--- src/rtl/pacman_sprite_drawer.sv ---
// Pac-Man sprite pixel renderer.
// Takes the VGA scan position and produces a registered per-pixel "sprite is
// opaque here" flag, two Clk cycles after DrawX/DrawY are presented. The
// sprite comes from an external combinational 32x32 ROM: one 32-bit row per
// 5-bit address, with bit 31 as the leftmost pixel.
// Sprite position and facing are latched once per frame so that a change in
// the middle of a frame cannot tear the image. The mouth animates while the
// sprite is moving.
//
// Ports
//   Clk        in   pixel clock; all state updates on the rising edge
//   Reset_n    in   asynchronous active-low reset
//   frame_clk  in   per-frame signal (vsync); its rising edge is detected here
//   DrawX/Y    in   current scan coordinates
//   PosX/Y     in   requested sprite top-left corner, sampled on a frame edge
//   dir        in   facing direction (0 right, 1 left, 2 up, 3 down), sampled on a frame edge
//   moving     in   animation enable, sampled on a frame edge
//   rom_addr   out  sprite ROM row address, driven from the stage-1 registers
//   rom_data   in   sprite ROM row, valid in the same cycle as rom_addr
//   is_pac     out  opaque flag for the pixel presented two clocks earlier
module pacman_sprite_drawer #(
  parameter logic [9:0]  START_X     = 10'd304,
  parameter logic [9:0]  START_Y     = 10'd224,
  parameter int unsigned ANIM_FRAMES = 8
) (
  input  logic        Clk,
  input  logic        Reset_n,
  input  logic        frame_clk,
  input  logic [9:0]  DrawX,
  input  logic [9:0]  DrawY,
  input  logic [9:0]  PosX,
  input  logic [9:0]  PosY,
  input  logic [1:0]  dir,
  input  logic        moving,
  output logic [4:0]  rom_addr,
  input  logic [31:0] rom_data,
  output logic        is_pac
);

  typedef enum logic [1:0] {
    DIR_RIGHT = 2'd0,
    DIR_LEFT  = 2'd1,
    DIR_UP    = 2'd2,
    DIR_DOWN  = 2'd3
  } dir_t;

  localparam int unsigned        CW        = (ANIM_FRAMES > 1) ? $clog2(ANIM_FRAMES) : 1;
  localparam logic [CW-1:0]      ANIM_LAST = CW'(ANIM_FRAMES - 1);

  logic          frame_clk_q;
  logic          fe;
  logic [9:0]    pos_x_q;
  logic [9:0]    pos_y_q;
  dir_t          dir_q;
  logic [CW-1:0] anim_cnt;
  logic          mouth_open;

  logic [4:0]    row_sel;
  logic [4:0]    col_sel;
  logic          in_box_1;
  logic          mouth_open_1;

  logic [4:0]    rx;
  logic [4:0]    ry;
  logic          in_box_d;
  logic [4:0]    row_d;
  logic [4:0]    col_d;
  logic [31:0]   rev;
  logic [31:0]   line;

  assign fe = frame_clk & ~frame_clk_q;

  // Per-frame geometry latch and mouth animation.
  always_ff @(posedge Clk or negedge Reset_n) begin
    if (!Reset_n) begin
      frame_clk_q <= 1'b0;
      pos_x_q     <= START_X;
      pos_y_q     <= START_Y;
      dir_q       <= DIR_RIGHT;
      anim_cnt    <= '0;
      mouth_open  <= 1'b1;
    end else begin
      frame_clk_q <= frame_clk;
      if (fe) begin
        pos_x_q <= PosX;
        pos_y_q <= PosY;
        dir_q   <= dir_t'(dir);
        if (!moving) begin
          anim_cnt   <= '0;
          mouth_open <= 1'b1;
        end else if (anim_cnt == ANIM_LAST) begin
          anim_cnt   <= '0;
          mouth_open <= ~mouth_open;
        end else begin
          anim_cnt <= anim_cnt + CW'(1);
        end
      end
    end
  end

  // Sprite-relative coordinates only need the low 5 bits; the box test is
  // done in 11 bits so a sprite near x/y=1023 does not alias onto low columns.
  always_comb begin
    rx       = DrawX[4:0] - pos_x_q[4:0];
    ry       = DrawY[4:0] - pos_y_q[4:0];
    in_box_d = ({1'b0, DrawX} >= {1'b0, pos_x_q}) &&
               ({1'b0, DrawX} <  ({1'b0, pos_x_q} + 11'd32)) &&
               ({1'b0, DrawY} >= {1'b0, pos_y_q}) &&
               ({1'b0, DrawY} <  ({1'b0, pos_y_q} + 11'd32));
    row_d = ry;
    col_d = rx;
    case (dir_q)
      DIR_RIGHT: begin row_d = ry; col_d = rx;  end
      DIR_LEFT:  begin row_d = ry; col_d = ~rx; end
      DIR_UP:    begin row_d = rx; col_d = ~ry; end
      DIR_DOWN:  begin row_d = rx; col_d = ry;  end
      default:   begin row_d = ry; col_d = rx;  end
    endcase
  end

  // Stage 1: sprite row/column selection.
  always_ff @(posedge Clk or negedge Reset_n) begin
    if (!Reset_n) begin
      row_sel      <= '0;
      col_sel      <= '0;
      in_box_1     <= 1'b0;
      mouth_open_1 <= 1'b0;
    end else begin
      row_sel      <= row_d;
      col_sel      <= col_d;
      in_box_1     <= in_box_d;
      mouth_open_1 <= mouth_open;
    end
  end

  assign rom_addr = row_sel;

  // A closed mouth is drawn by mirroring the solid back half over the opening.
  always_comb begin
    rev = '0;
    for (int unsigned i = 0; i < 32; i++) begin
      rev[i] = rom_data[31 - i];
    end
    line = mouth_open_1 ? rom_data : (rom_data | rev);
  end

  // Stage 2: pixel lookup; column 0 is bit 31.
  always_ff @(posedge Clk or negedge Reset_n) begin
    if (!Reset_n) begin
      is_pac <= 1'b0;
    end else begin
      is_pac <= in_box_1 & line[~col_sel];
    end
  end

endmodule

--- config.mk ---
export PLATFORM = sky130hd
export DESIGN_NAME = pacman_sprite_drawer
export DESIGN_NICKNAME = d
export VERILOG_FILES = /design/src/rtl/pacman_sprite_drawer.sv
export SDC_FILE = /design/constraint.sdc
export NUM_CORES = 1
export LEC_CHECK = 0
export ABC_AREA = 1
export BUFFER_PORTS_ARGS = -buffer_cell sky130_fd_sc_hd__buf_2
export CAP_MARGIN = 20
export CORE_ASPECT_RATIO = 1.75
export CORE_MARGIN = 5
export CORE_UTILIZATION = 55
export DETAILED_ROUTE_END_ITERATION = 10
export GPL_TIMING_DRIVEN = 0
export MAX_ROUTING_LAYER = met4
export PLACE_DENSITY = 0.94
export SYNTH_ARGS = -nofsm -noshare
export SYNTH_HDL_FRONTEND = slang
export SYNTH_SLANG_ARGS = --single-unit
--- constraint.sdc ---
create_clock -name Clk -period 4.75 [get_ports Clk]
set_input_delay 0.2375 -clock Clk [delete_from_list [all_inputs] [get_ports Clk]]
set_output_delay 0.2375 -clock Clk [all_outputs]
set_load 0.1 [all_outputs]
==> metrics.yaml <==
critical_path:
  startpoint_type: "register"
  end_kind: "register"
  crit_slowest_cell: "dfstp_2"
  cp_top_family: "flip-flops"
  crit_type: "reg2reg"
  cp.required_ns: 4.98
  ff2ff_setup_slack_ns: 2.62
  path_common_cell: "nor2_1"
  worstPathMaxFanout: 4
  cp_cell_sequence: "ha_1 > nand3_1 > xor2_1 > ha_1 > inv_1 > nor2_1 > o21ai_0 > o21ai_0 > nor2_1 > nand3_1 > nor2_1"
  cp_num_buf_inv: 1
  arrival_ns: 2.36
  slowest_delay_ns: 0.57
global_route:
  grt_pass1_wl_mm: 14.0
  track_usage_pct: 25.2
  grt_max_degree: 41
  grt_pass1_vias: 3388
  antenna_found_initial: 0
  globalRoute.totalOverflow: 0
drt:
  vias: 3276
  routed_wl_mm: 8.50
  postRouteAntennaNets: 0
  wl_per_cell_um: 14.2
  dr.pass1.iters: 7
  routed_via_density: 5.46
  drtIter0Drc: 182
  drc: 0
timing:
  finalHoldViolations: 0
  period_share_pct: 44.9
  clock.fmax_mhz: 469
  rsz0062_at_grt: "no"
  fin_worst_skew_ns: 0.00459
  report.final.slew_viol_count: 0
  finalSetupTns_ns: 0
  slew_headroom_pct: 41.1
  layout_setup_ws_ns: 2.62
  worstMarginPinSlew_ns: 0.884
  fin_crit_ns: 2.13
  worst_hold_slack_ns: 0.0558
  setup_viol: 0
hold_path:
  hold_class: "in2async"
cts:
  cts_setup_buffers: 0
  cts-buffers-inserted: 5
  root_buffer: "clkbuf_8"
  clock_latency_ns: 0.29
  cts_tree: "built"
  cts.clk_slew.worst_paths_ns: 0.08
  clock-sinks: 40
  ctsLongestPathBuffers: 2
  h-tree-depth: 2
  cts_resized: 0
  cts_hold_buf: 0
place:
  hpwl_mm: 6.86
  dp_slack_ns: 2.67
  placed_cell_area_mm2: 0.00363
  dp.cells: 592
  place.gp.congestion: 0.938
  io_buffer_count: 83
finish:
  finalNonFillerCells: 600
  nNetsFinal: 637
  final_cell_mix: "100 x nand2_1, 87 x buf_2, 56 x inv_1"
  post-route-util_pct: 67.7
  area_delta_synth_final_pct: 20.2
  drive_gt1_share_pct: 20.6
  final_common_cell: "nand2_1"
  diodes: 0
  stdcell_area_mm2: 0.00375
synth:
  synth-async-reset-ratio_pct: 100
  netlist_instances: 433
  yosysWarnings: 0
  synth_area_mm2: 0.00312
  synth.distinct_cells: 27
  synth_top_family_by_area: "simple AND/OR/NAND/NOR gates"
  synth_xor_area_share_pct: 4.49
  synth_simple_gate_area_share_pct: 26.7
  synth_edf_count: 0
  synth.top_cell.area_share_pct: 26.5
  ys_top_cells_by_area: "dfrtp_1 26%, ha_1 14%, nand2_1 12%, nand3_1 8.0%, inv_1 6.7%"
  synth_ff_type: "dfrtp_1"
  muxShareOfSynthArea_pct: 0.321
  synth-seq-area-share_pct: 32.4
  synth_adder_area_share_pct: 14.9
  syn_area_per_cell_um2: 7.21
  synth_area_leader_cell: "dfrtp_1"
  synth_compound_area_share_pct: 11.9
  synth_fp_nets: 547
  ys_ff_latch: 40
power:
  comb_power_share_pct: 47.8
  p_leak_nw: 2.00
  seqPwrFrac_pct: 31.7
  ir_drop_uv: 259
  p_switching_mw: 0.626
  clkPwrFrac_pct: 20.5
  p_sw_share_pct: 43.4
  power_density_mw_per_mm2: 385
  p_int_mw: 0.817
  total_power_mw: 1.44
run:
  cap_violations: 0
die:
  core-area_mm2: 0.00554
  die-area_mm2: 0.00734
  start_util_pct: 56.3
  die_w_um: 66.9
  pin_count: 84
  num_rows: 36
  die_h_um: 110
outcome:
  outcome: "finished, final reports clean"
==> path summary, 6_finish.rpt <==
check / endpoint / startpoint / cells after the start
worst max-delay path: in_box_1$_DFF_PN0_ / pos_x_q[5]$_DFFE_PN1P_ / 11
min in group Clk: frame_clk_q$_DFF_PN0_ / frame_clk / 1
max in group asynchronous: pos_y_q[8]$_DFFE_PN0P_ / Reset_n / 1
worst max register to register: in_box_1$_DFF_PN0_ / pos_x_q[5]$_DFFE_PN1P_ / 11
worst min register to register: mouth_open_1$_DFF_PN0_ / mouth_open$_DFFE_PN1P_ / 0
worst min-delay path: anim_cnt[1]$_DFFE_PN0P_ / Reset_n / 1
==> registers in the layout, summed over array words and instances, names as in the netlist <==
| name | count |
|---|---|
| anim_cnt | 3 |
| col_sel | 5 |
| dir_q | 2 |
| frame_clk_q | 1 |
| in_box_1 | 1 |
| is_pac | 1 |
| mouth_open | 1 |
| mouth_open_1 | 1 |
| pos_x_q | 10 |
| pos_y_q | 10 |
| rom_addr | 5 |
==> power groups by stage <==
stage | Combinational [mW] | Sequential, mW | Clock (mW)
after detailed placement | 0.678 | 0.462 | 0
after floorplan | 0.400 | 0.561 | 0
final | 0.690 | 0.457 | 0.296
after global routing | 0.767 | 0.465 | 0.315
after global placement | 0.650 | 0.460 | 0
after CTS | 0.683 | 0.456 | 0.301
==> kinds of logic (layout without fill, tap and decap cells) <==
group / count (synthesis) / after routing
AOI/OAI and AO/OA: 71 / 71
adders and majority gates: 36 / 36
DFF: 40 / 40
buffers and inverters: 70 / 161
and+or+nand+nor: 199 / 199
muxes: 1 / 1
xor gates and xnor gates: 16 / 16
==> routing by layer <==
| metal | vias to the layer above | global-route usage, % | part of all wire [%] |
|---|---|---|---|
| met4 | 0 | 14.2 | 4.7 |
| met1 | 1445 | 23.0 | 34 |
| li1 | 1597 | - | - |
| met3 | 47 | 4.09 | 6.8 |
| met5 | - | - | 0 |
| met2 | 187 | 47.7 | 55 |
==> cell usage after synthesis (2+ instances only) <==
master	instances
buf_4	3
nand4_1	7
xor2_1	13
xnor2_1	3
nor2_1	38
nor3_1	3
o21ai_0	42
nand3_1	50
nand2_1	100
dfrtp_1	33
ha_1	34
o21ai_1	4
o21a_1	4
buf_2	4
fa_1	2
dfstp_2	7
inv_1	56
a21oi_1	18
clkbuf_1	4
==> cell type report <==
| type | instances | area (um^2) |
|---|---|---|
| flip-flops and latches | 40 | 1010 |
| repair buffers | 83 | 415 |
| clock buffers | 6 | 82.6 |
| multi-input cells | 323 | 1820 |
| clock inverters | 2 | 38.8 |
| plain buffers | 13 | 73.8 |
| well taps | 76 | 95.1 |
| inverters | 57 | 214 |
| fillers | 464 | 1790 |
(Power assumes the default switching activity.)
